[src/rtl/lfsr_symbol_gen.sv]
// Bounded pseudo-random symbol generator: Fibonacci LFSR with rejection sampling,
// runtime seeding and a snapshot/restore shadow register for exact sequence replay.
module lfsr_symbol_gen #(
  parameter int                LFSR_W      = 7,
  parameter logic [LFSR_W-1:0] TAPS        = 7'b1010100,
  parameter logic [LFSR_W-1:0] SEED        = 7'b0000101,
  parameter int                OUT_W       = 2,
  parameter int                NUM_SYMBOLS = 3,
  parameter int                MAX_TRIES   = 4,
  parameter bit                FREE_RUN    = 1'b1
) (
  input  logic              i_clk,
  input  logic              i_reset,
  input  logic              i_req,
  input  logic              i_seed_load,
  input  logic [LFSR_W-1:0] i_seed_in,
  input  logic              i_snap,
  input  logic              i_restore,
  output logic [OUT_W-1:0]  o_rand_out,
  output logic              o_rand_valid,
  output logic              o_busy,
  output logic [LFSR_W-1:0] o_lfsr_state
);

  localparam int TW = $clog2(MAX_TRIES + 1);
  localparam logic [TW-1:0]  MAX_TRIES_L = TW'(MAX_TRIES);
  localparam logic [OUT_W:0] NUM_SYM_L   = (OUT_W + 1)'(NUM_SYMBOLS);

  typedef enum logic [0:0] {
    S_IDLE   = 1'b0,
    S_SEARCH = 1'b1
  } state_t;

  state_t             r_state, w_state_nxt;
  logic [TW-1:0]      r_tries, w_tries_nxt;
  logic [LFSR_W-1:0]  r_lfsr, w_lfsr_nxt;
  logic [LFSR_W-1:0]  r_shadow, w_shadow_nxt;
  logic [OUT_W-1:0]   r_rand_out, w_sym;
  logic               r_rand_valid, r_busy;
  logic               w_eval, w_deliver;
  logic [OUT_W-1:0]   w_cand;

  // An all-zero successor would lock the register up, so it is replaced by SEED.
  function automatic logic [LFSR_W-1:0] lfsr_step(input logic [LFSR_W-1:0] s);
    logic [LFSR_W-1:0] n;
    n = {s[LFSR_W-2:0], ^(s & TAPS)};
    return (n == {LFSR_W{1'b0}}) ? SEED : n;
  endfunction

  function automatic logic in_range(input logic [OUT_W-1:0] c);
    return ({1'b0, c} < NUM_SYM_L);
  endfunction

  function automatic logic [OUT_W-1:0] sym_mod(input logic [OUT_W-1:0] c);
    logic [OUT_W:0] m;
    m = {1'b0, c} % NUM_SYM_L;
    return m[OUT_W-1:0];
  endfunction

  assign w_cand = r_lfsr[OUT_W-1:0];

  // Request FSM: tries is 0 in IDLE, so one compare covers both states.
  always_comb begin
    w_state_nxt = r_state;
    w_tries_nxt = r_tries;
    w_deliver   = 1'b0;
    w_sym       = r_rand_out;
    case (r_state)
      S_IDLE:   w_eval = i_req;
      S_SEARCH: w_eval = 1'b1;
      default:  w_eval = 1'b0;
    endcase
    if (w_eval) begin
      if (in_range(w_cand)) begin
        w_deliver   = 1'b1;
        w_sym       = w_cand;
        w_state_nxt = S_IDLE;
        w_tries_nxt = {TW{1'b0}};
      end else if ((r_tries + TW'(1)) == MAX_TRIES_L) begin
        w_deliver   = 1'b1;
        w_sym       = sym_mod(w_cand);
        w_state_nxt = S_IDLE;
        w_tries_nxt = {TW{1'b0}};
      end else begin
        w_state_nxt = S_SEARCH;
        w_tries_nxt = r_tries + TW'(1);
      end
    end else begin
      w_state_nxt = r_state;
    end
  end

  // LFSR source selection; the shadow always captures the pre-update state.
  always_comb begin
    if (i_seed_load) begin
      w_lfsr_nxt = (i_seed_in == {LFSR_W{1'b0}}) ? SEED : i_seed_in;
    end else if (i_restore) begin
      w_lfsr_nxt = r_shadow;
    end else if (FREE_RUN || w_eval) begin
      w_lfsr_nxt = lfsr_step(r_lfsr);
    end else begin
      w_lfsr_nxt = r_lfsr;
    end
    w_shadow_nxt = i_snap ? r_lfsr : r_shadow;
  end

  // State and output registers.
  always_ff @(posedge i_clk) begin
    if (i_reset) begin
      r_state      <= S_IDLE;
      r_tries      <= {TW{1'b0}};
      r_lfsr       <= SEED;
      r_shadow     <= SEED;
      r_rand_out   <= {OUT_W{1'b0}};
      r_rand_valid <= 1'b0;
      r_busy       <= 1'b0;
    end else begin
      r_state      <= w_state_nxt;
      r_tries      <= w_tries_nxt;
      r_lfsr       <= w_lfsr_nxt;
      r_shadow     <= w_shadow_nxt;
      r_rand_out   <= w_sym;
      r_rand_valid <= w_deliver;
      r_busy       <= (w_state_nxt == S_SEARCH);
    end
  end

  assign o_rand_out   = r_rand_out;
  assign o_rand_valid = r_rand_valid;
  assign o_busy       = r_busy;
  assign o_lfsr_state = r_lfsr;

endmodule
[config.mk]
export PLATFORM = sky130hd
export DESIGN_NAME = lfsr_symbol_gen
export DESIGN_NICKNAME = d
export VERILOG_FILES = /design/src/rtl/lfsr_symbol_gen.sv
export SDC_FILE = /design/constraint.sdc
export NUM_CORES = 1
export LEC_CHECK = 0
export ABC_AREA = 1
export ABC_CLOCK_PERIOD_IN_PS = 2300
export CORE_MARGIN = 2
export CORE_UTILIZATION = 51
export CTS_BUF_LIST = sky130_fd_sc_hd__clkbuf_16
export CTS_CLUSTER_DIAMETER = 120
export DETAILED_ROUTE_END_ITERATION = 6
export HOLD_SLACK_MARGIN = 0.05
export PLACE_DENSITY = 0.9
export REMOVE_ABC_BUFFERS = 1
export SYNTH_ARGS = -nofsm -noshare
export SYNTH_HDL_FRONTEND = slang
export SYNTH_SLANG_ARGS = --single-unit
[constraint.sdc]
create_clock -name i_clk -period 2.3 [get_ports i_clk]
set_clock_uncertainty 0.2 [all_clocks]
set_input_delay 0.23 -clock i_clk [delete_from_list [all_inputs] [get_ports i_clk]]
set_output_delay 0.23 -clock i_clk [all_outputs]
set_load 0.1 [all_outputs]
==> flow_metrics.py, run 1 <==
metrics = {
    "status": {
        "outcome": "completed",
    },
    "critical_path": {
        "required_ps": 2220,
        "cp.arrival_ps": 1460,
        "regToRegSetupSlack_ps": 980,
        "startpoint_type": "input port",
        "crit_type": "in2reg",
        "critPathCaptureType": "flip-flop",
        "cp_max_fo": 13,
    },
    "route": {
        "drtIter0Drc": 17,
        "via_per_inst": 4.99,
        "wl_mm": 2.08,
        "drc_errors": 0,
        "num_vias": 969,
        "firstDrtPassIters": 4,
        "ant_nets": 0,
        "wire_per_inst_um": 10.7,
    },
    "global_route": {
        "grt_pass1_wl_mm": 3.35,
        "grt_pass1_vias": 860,
        "antenna_found_initial": 0,
        "grt_max_degree": 15,
        "track_usage_pct": 20.1,
        "overflow": 0,
    },
    "clock_tree": {
        "root_buffer": "clkbuf_16",
        "cts_made_buffers": 3,
        "htreeDepth": 1,
        "cts_tree": "done",
        "clkTransAtPathRegs_ps": 50,
        "clock_sinks": 21,
        "post_cts_resized": 0,
        "holdBufCountCts": 0,
        "clkLatencyLatePin_ps": 250,
        "cts_setup_buffers": 0,
        "ctsLongestPathBuffers": 2,
    },
    "flow_run": {
        "max_cap_violations": 0,
    },
    "sta": {
        "setup_viol": 0,
        "tns_ps": 0,
        "worstMarginPinSlew_ps": 491,
        "max_freq_mhz": 647,
        "maxSlewHeadroom_pct": 67.1,
        "slew_viol_final": 0,
        "finalCritPeriodShare_pct": 67.2,
        "min_period_ps": 1540,
        "final_hold_viol_count": 0,
        "rsz0062_at_grt": "false",
        "setup_ws_ps": 755,
    },
    "place": {
        "post-place-ws_ps": 553,
        "numPortBuffers": 23,
        "place_area_sq_um": 1210,
        "dp_hpwl_mm": 1.66,
        "place.gp.congestion": 0.817,
    },
    "cells_and_area": {
        "num-nets-final": 183,
        "multi_input_area_sq_um": 455,
        "regArea_sq_um": 420,
        "area_growth_pct": 28.9,
        "fin_area_sq_um": 1290,
        "nFillCells": 181,
        "drive_above_1_share_pct": 11.4,
        "n_antenna_cell": 0,
    },
    "pwr": {
        "p_per_area_nw_per_um2": 762,
        "power.leakage_nw": 0.624,
        "p_total_w": 0.000982,
        "vdd_drop_max_uv": 425,
    },
    "synth": {
        "syn_area_sq_um": 1000,
        "synth_warnings": 0,
        "seq_area_frac_synth_pct": 42.1,
        "synthCells": 144,
        "avgSynthCellArea_sq_um": 6.94,
        "ys_ff_latch": 21,
        "yosysUniqueCellTypes": 19,
    },
    "die": {
        "dieArea_sq_um": 2330,
        "fp.dieW_um": 48.3,
        "die_h_um": 48.3,
        "io_pins": 24,
        "rows": 16,
        "core_sq_um": 1900,
        "initial_core_util_pct": 52.6,
    },
    "worst_hold_path": {
        "worst_hold_path_type": "reg2reg",
    },
}
-- kinds of logic after synthesis --
kind of cell / after synthesis / share of synthesized area (%)
adder cells (fa/ha/maj): 2 / 2.50
buffers and inverters: 30 / 12.4
XOR/XNOR: 3 / 2.63
flip-flops: 21 / 42.1
AND/OR/NAND/NOR: 52 / 20.9
AO/OA/AOI/OAI: 36 / 19.5
-- cells in the mapped netlist --
master	number	area share, %
o21ai_0	18	9.0
xor2_1	2	1.8
nand4_1	1	0.63
inv_1	23	8.6
o211ai_1	2	1.5
a21oi_2	2	1.8
o21bai_1	1	0.75
dfxtp_1	21	42
buf_6	1	1.1
ha_1	2	2.5
clkinv_1	1	0.38
nand3_1	7	3.5
buf_2	3	1.5
a21oi_1	13	6.5
inv_2	2	0.75
xnor2_1	1	0.88
nand2_2	1	0.63
nor2_1	17	6.4
nand2_1	26	9.8
-- metrics by stage --
step / hold slack [ps] / util (%) / std cells
global route: 300 / 67.8 / 194
finish: 272 / 67.8 / 194
CTS: 277 / 67.8 / 194
global placement: 257 / 63.6 / 190
floorplan: 92.4 / - / 140
detailed placement: 268 / 63.6 / 190
-- worst max-delay path, cell delays in order --
cell and delay [ps]:
clkdlybuf4s50_1 780, inv_1 250, o21ai_0 140, a21oi_1 60
-- layer usage --
| metal | part of all wire, % | global-route usage, % | routed length [um] | up-vias |
|---|---|---|---|---|
| met5 | 0 | 0 | 0 | - |
| met4 | 1.2 | 7.57 | 25 | 0 |
| met3 | 5.1 | 2.22 | 107 | 6 |
| met2 | 48 | 34.7 | 1000 | 30 |
| met1 | 45 | 25.4 | 944 | 433 |
| li1 | - | - | - | 500 |
-- where the power goes --
group / total (W) / switching [W] / internal (W)
clock network: 0.000350 / 0.000119 / 0.000231
logic: 0.000222 / 0.000158 / 0.0000641
registers: 0.000409 / 0.0000213 / 0.000388
-- path summary, 6_finish.rpt --
| path | from | endpoint | cells past startpoint |
|---|---|---|---|
| min | o_rand_out[1]$_SDFFE_PP0P_ | o_rand_out[1]$_SDFFE_PP0P_ | 2 |
| max reg2reg | r_tries[1]$_SDFFE_PP0N_ | o_rand_out[0]$_SDFFE_PP0P_ | 8 |
| max | i_reset | r_shadow[3]$_SDFFE_PP0P_ | 4 |
| min reg2reg | o_rand_out[1]$_SDFFE_PP0P_ | o_rand_out[1]$_SDFFE_PP0P_ | 2 |
-- flip-flops by register name, summed over array words and instances, names as in the netlist --
| signal | flops |
|---|---|
| r_tries | 3 |
| o_busy | 1 |
| r_shadow | 7 |
| o_lfsr_state | 7 |
| o_rand_valid | 1 |
| o_rand_out | 2 |
-- cells in the final DEF (no fill, tap or decap), drive strengths merged --
cell type and count:
nand3 7, xnor2 1, clkbuf 3, nand2 27, nor2 17, a21oi 15, nand4 1, ha 2
xor2 2, clkdlybuf4s50 12, o21bai 1, o211ai 2, inv 26, buf 11, o21ai 18, dfxtp 21
clkinv 1
-- cell type report --
| class | count | area share, % |
|---|---|---|
| Clock inverter | 1 | 0.291 |
| Timing Repair Buffer | 23 | 15.7 |
| Clock buffer | 3 | 5.83 |
| Inverter | 26 | 7.57 |
| Sequential cell | 21 | 32.6 |
| Multi-Input combinational cell | 93 | 35.3 |
| Tap cell | 27 | 2.62 |
No activity file was read; power rests on OpenSTA's default activity.
==> inputs of run 2 (changes only) <==
- ABC_CLOCK_PERIOD_IN_PS: 2300 -> 1600
- CORE_UTILIZATION: 51 -> 48
- PLACE_DENSITY: 0.9 -> 0.86
- clock period: 2.3 -> 1.6 ns (I/O delays scaled with it)
==> run 2 against run 1 <==
Net effect: die area rose by 5.7%; register-to-register slack worse by 710 ps; clock power is 45% higher; routed wire length is 0.14% higher; combinational power is 66% higher; non-clock buffer count rose by 2.
==> flow_metrics.py, run 2 (synthesis gave the netlist of run 1 again) <==
metrics = {
    "status": {
        "outcome": "completed",
    },
    "worst_hold_path": {
        "worst_hold_path_type": "reg2reg",
        "hold_path_startpoint": "r_shadow[0]$_SDFFE_PP1P_",
        "min_path_cells": 2,
        "hold_path_end": "r_shadow[0]$_SDFFE_PP1P_",
    },
    "clock_tree": {
        "clock_sinks": 21,
        "htreeDepth": 1,
        "cts_made_buffers": 3,
        "root_buffer": "clkbuf_16",
        "clkLatencyLatePin_ps": 250,
        "holdBufCountCts": 0,
        "ctsLongestPathBuffers": 2,
        "clkTransAtPathRegs_ps": 50,
        "cts_setup_buffers": 0,
        "cts_tree": "done",
        "post_cts_resized": 0,
    },
    "global_route": {
        "track_usage_pct": 19.1,
        "antenna_found_initial": 0,
        "grt_pass1_vias": 958,
        "grt_max_degree": 15,
        "grt_pass1_wl_mm": 3.69,
        "overflow": 0,
    },
    "sta": {
        "min_period_ps": 1360,
        "setup_ws_ps": 245,
        "max_freq_mhz": 738,
        "rsz0062_at_grt": "false",
        "setup_viol": 0,
        "tns_ps": 0,
        "worstMarginPinSlew_ps": 415,
        "maxSlewHeadroom_pct": 72.2,
        "slew_viol_final": 0,
        "finalCritPeriodShare_pct": 84.7,
        "final_hold_viol_count": 0,
    },
    "critical_path": {
        "cp_max_fo": 11,
        "crit_type": "in2reg",
        "worst_path_max_delay_cell": "clkdlybuf4s50_1",
        "r2r_end": "o_rand_out[1]$_SDFFE_PP0P_",
        "reg2reg_from": "r_tries[0]$_SDFFE_PP0N_",
        "required_ps": 1540,
        "reg2reg_depth": 8,
        "path_cells": "clkdlybuf4s50_1 -> inv_1 -> nor2_1 -> nor2_1 -> nand2_1 -> nand2_1",
        "critPathCaptureType": "flip-flop",
        "startpoint_type": "input port",
        "regToRegSetupSlack_ps": 270,
        "slowest_delay_ps": 650,
        "cp.arrival_ps": 1290,
    },
    "pwr": {
        "vdd_drop_max_uv": 750,
        "p_per_area_nw_per_um2": 1020,
        "power.leakage_nw": 0.675,
    },
    "die": {
        "io_pins": 24,
        "dieArea_sq_um": 2460,
        "die_h_um": 49.6,
        "core_sq_um": 1960,
        "rows": 16,
        "fp.dieW_um": 49.6,
        "initial_core_util_pct": 51.0,
    },
    "cells_and_area": {
        "fin_util_pct": 73.5,
        "final_common_cell": "nand2_1",
        "n_antenna_cell": 0,
        "final_cell_mix": "26 x nand2_1, 24 x inv_1, 21 x dfxtp_1",
        "drive_above_1_share_pct": 12.4,
        "num-nets-final": 185,
        "area_growth_pct": 44.2,
        "final_cells": 196,
    },
    "route": {
        "firstDrtPassIters": 4,
        "ant_nets": 0,
        "wire_per_inst_um": 10.6,
        "drtIter0Drc": 5,
        "wl_mm": 2.09,
        "drc_errors": 0,
        "via_per_inst": 4.86,
        "num_vias": 952,
    },
    "place": {
        "numPortBuffers": 23,
        "place.gp.congestion": 0.800,
        "post-place-cells": 192,
        "dp_hpwl_mm": 1.71,
        "post-place-ws_ps": 23.7,
    },
    "flow_run": {
        "max_cap_violations": 0,
    },
}
## run 2: cell types whose count changed in the layout (fill, tap and decap cells not counted)
cell / change
buf_12: +11
buf_4: -9
## run 2: layout make-up
type | instances | area (sq um)
Clock inverter | 1 | 3.75
Timing Repair Buffer | 25 | 355
Inverter | 26 | 97.6
Multi-Input combinational cell | 93 | 455
Tap cell | 27 | 33.8
Clock buffer | 3 | 75.1
Fill cell | 161 | 520
Sequential cell | 21 | 420
## run 2: worst max-delay path, delay by kind of cell
kind	cells	cell delay (ps)
AND/OR/NAND/NOR	4	340
buffers and inverters	2	790
## run 2: worst max-delay path by stage
stage	start	endpoint	slack, ps
floorplan	o_lfsr_state[1]$_SDFF_PP0_	o_rand_out[0]$_SDFFE_PP0P_	-210
detailed placement	i_restore	o_lfsr_state[2]$_SDFF_PP1_	20
finish	i_restore	o_lfsr_state[2]$_SDFF_PP1_	240
global route	i_restore	o_lfsr_state[2]$_SDFF_PP1_	140
CTS	i_restore	o_lfsr_state[2]$_SDFF_PP1_	240
global placement	i_restore	o_lfsr_state[6]$_SDFF_PP0_	70
## run 2: power by group
group | switching [W] | total, W | leakage [nW] | internal, W
logic | 0.000227 | 0.000368 | 0.459 | 0.000141
clock network | 0.000176 | 0.000508 | 0.0423 | 0.000332
registers | 0.0000409 | 0.000599 | 0.174 | 0.000558
total | 0.000444 | 0.00147 | 0.675 | 0.00103
## run 2: metrics by stage
| stage | area, sq um | hold WS, ps | total power [W] |
|---|---|---|---|
| 2_1_floorplan | 973 | 22.4 | 0.000819 |
| 3_3_place_gp | 1360 | 271 | 0.000971 |
| 3_5_place_dp | 1360 | 271 | 0.000978 |
| 4_1_cts | 1440 | 292 | 0.00148 |
| 5_1_grt | 1440 | 335 | 0.00153 |
| 6_report | 1440 | 294 | 0.00147 |
## run 2: layer usage
layer | GRT usage, % | up-vias | routed length [um]
li1 | - | 503 | -
met4 | 6.48 | 0 | 23
met1 | 19.8 | 425 | 864
met2 | 38.2 | 22 | 1110
met3 | 2.73 | 2 | 87
met5 | 0 | - | 0
==> inputs of run 3 (changes only) <==
- ABC_CLOCK_PERIOD_IN_PS: 1600 -> 1230
- CORE_UTILIZATION: 48 -> 43
- PLACE_DENSITY: 0.86 -> 0.82
- clock period: 1.6 -> 1.23 ns (I/O delays scaled with it)
==> run 3 against run 2 <==
Net effect: the run now ends with setup timing left; cell count is 10% higher; clock power up 32%; setup slack got worse by 310 ps; sequential power up 29%; worst hold slack improved by 1.3 ps; sequential share of layout area shrank 3.4 points; total power rose by 39%; die area grew 11%; non-clock buffer count is 19 higher; largest cell class unchanged; core utilization rose by 4.5 points; register-to-register slack worse by 330 ps; combinational power is 63% higher.
==> flow_metrics.py, run 3 (synthesis gave the netlist of run 1 again) <==
metrics = {
    "status": {
        "outcome": "finished with violations",
        "violations": "setup timing",
    },
    "cells_and_area": {
        "nFillCells": 164,
        "final_cell_mix": "22 x inv_1, 21 x nand2_1, 18 x o21ai_0",
        "area_growth_pct": 72.6,
        "regArea_sq_um": 444,
        "fin_util_pct": 78.0,
        "final_common_cell": "inv_1",
        "drive_above_1_share_pct": 34.0,
        "final_cells": 216,
        "num-nets-final": 204,
        "n_antenna_cell": 0,
        "multi_input_area_sq_um": 542,
    },
    "critical_path": {
        "path_depth": 8,
        "critPathCaptureType": "flip-flop",
        "path_common_cell": "nand2_4",
        "cp.arrival_ps": 1240,
        "cp_max_fo": 3,
        "crit_type": "reg2reg",
        "startpoint_type": "flip-flop",
        "required_ps": 1180,
        "cp_num_buf_inv": 2,
        "worst_path_max_delay_cell": "dfxtp_4",
        "path_cells": "ha_4 -> inv_2 -> nand2_4 -> nand3_4 -> nand2_4 -> nand2_4 -> buf_6 -> nor2_4",
        "slowest_delay_ps": 360,
        "reg2reg_depth": 8,
        "critical-path-top-delay-family": "flip-flops",
    },
    "pwr": {
        "p_per_area_nw_per_um2": 1180,
        "power.leakage_nw": 0.801,
        "internal_power_w": 0.00141,
        "power_frac_clock_pct": 32.9,
        "combinationalPowerShare_pct": 29.3,
        "power_switching_w": 0.000631,
        "vdd_drop_max_uv": 961,
        "switching_share_pct": 30.9,
        "p_seq_share_pct": 37.8,
    },
    "sta": {
        "final_hold_viol_count": 0,
        "tns_ps": -356,
        "setup_viol": 9,
        "worstMarginPinSlew_ps": 326,
        "slew_viol_final": 0,
        "maxSlewHeadroom_pct": 78.3,
        "finalCritPeriodShare_pct": 105,
        "max_freq_mhz": 773,
        "rsz0062_at_grt": "true",
        "min_period_ps": 1290,
        "setup_ws_ps": -63.8,
    },
    "die": {
        "io_pins": 24,
        "initial_core_util_pct": 45.2,
        "core_sq_um": 2210,
        "die_h_um": 52.2,
        "rows": 17,
        "fp.dieW_um": 52.2,
        "dieArea_sq_um": 2730,
    },
    "clock_tree": {
        "htreeDepth": 1,
        "clock_sinks": 21,
        "cts_made_buffers": 3,
        "holdBufCountCts": 0,
        "root_buffer": "clkbuf_16",
        "cts_tree": "done",
        "clkLatencyLatePin_ps": 250,
        "clkTransAtPathRegs_ps": 60,
        "ctsLongestPathBuffers": 2,
    },
    "route": {
        "wl_met3_um": 134,
        "firstDrtPassIters": 4,
        "drc_errors": 0,
        "wire_per_inst_um": 13.2,
        "wl_met1_mm": 1.06,
        "drtIter0Drc": 21,
        "via_per_inst": 5.10,
        "routed.top_layer": "met4",
        "num_vias": 1102,
        "wl_mm": 2.85,
        "wl_met2_mm": 1.62,
        "ant_nets": 0,
    },
    "place": {
        "numPortBuffers": 23,
        "post-place-ws_ps": -335,
        "post-place-cells": 207,
        "place.gp.congestion": 0.781,
        "dp_hpwl_mm": 1.88,
    },
    "global_route": {
        "track_usage_pct": 22.4,
        "grt_max_degree": 13,
        "antenna_found_initial": 0,
        "grt_pass1_vias": 1069,
        "overflow": 0,
        "grt_pass1_wl_mm": 4.49,
    },
    "worst_hold_path": {
        "worst_hold_path_type": "reg2reg",
        "min_path_cells": 2,
    },
    "flow_run": {
        "max_cap_violations": 0,
    },
}
## run 3: cell types whose count changed in the layout (fill, tap and decap cells not counted), sizes merged
cell and delta:
clkinv +1, dlygate4sd2 +1, inv -1, clkdlybuf4s50 -1
buf +19
## run 3: repair_timing
action,CTS,global route
pin swaps,4,4
setup buffers,5,0
resized for setup,22,22
endpoints found under the setup margin,15,13
## run 3: power by group through the flow
stage	logic, W	clock network, W	registers [W]
after global placement	0.000527	0	0.000777
after floorplan	0.000120	0	0.000946
final	0.000598	0.000672	0.000772
after detailed placement	0.000539	0	0.000780
after CTS	0.000566	0.000675	0.000768
after global routing	0.000636	0.000714	0.000777
## run 3: worst paths after layout
check / slack, ps / endpoint / from
min: 300 / r_shadow[3]$_SDFFE_PP0P_ / o_lfsr_state[3]$_SDFF_PP0_
min reg2reg: 300 / r_shadow[3]$_SDFFE_PP0P_ / o_lfsr_state[3]$_SDFF_PP0_
max: -60 / o_rand_valid$_SDFF_PP0_ / r_tries[0]$_SDFFE_PP0N_
max reg2reg: -60 / o_rand_valid$_SDFF_PP0_ / r_tries[0]$_SDFFE_PP0N_
## run 3: final cells by class
type	instances	share of cell area, %
Clock buffer	3	4.35
Clock inverter	1	0.290
Tap cell	28	2.03
Multi-Input combinational cell	93	31.4
Timing Repair Buffer	44	30.5
Sequential cell	21	25.7
Inverter	26	5.66
## run 3: tightest hold or removal path: cells and delay by family, from the launching register on
kind            cells  cell delay [ps]
compound gates      1               60
flops               1              330
buf+inv             1               60
## run 3: metrics by stage
stage | power, W | instance area, sq um | hold slack (ps)
floorplan | 0.00107 | 973 | -14.6
global placement | 0.00130 | 1470 | 271
detailed placement | 0.00132 | 1470 | 291
CTS | 0.00201 | 1640 | 300
global route | 0.00213 | 1730 | 327
finish | 0.00204 | 1730 | 296
## run 3: routing by layer
layer	vias to the layer above	global-route usage, %
met5	-	0
met4	0	8.97
met3	6	2.86
met2	36	45.6
met1	515	22.3
li1	545	-
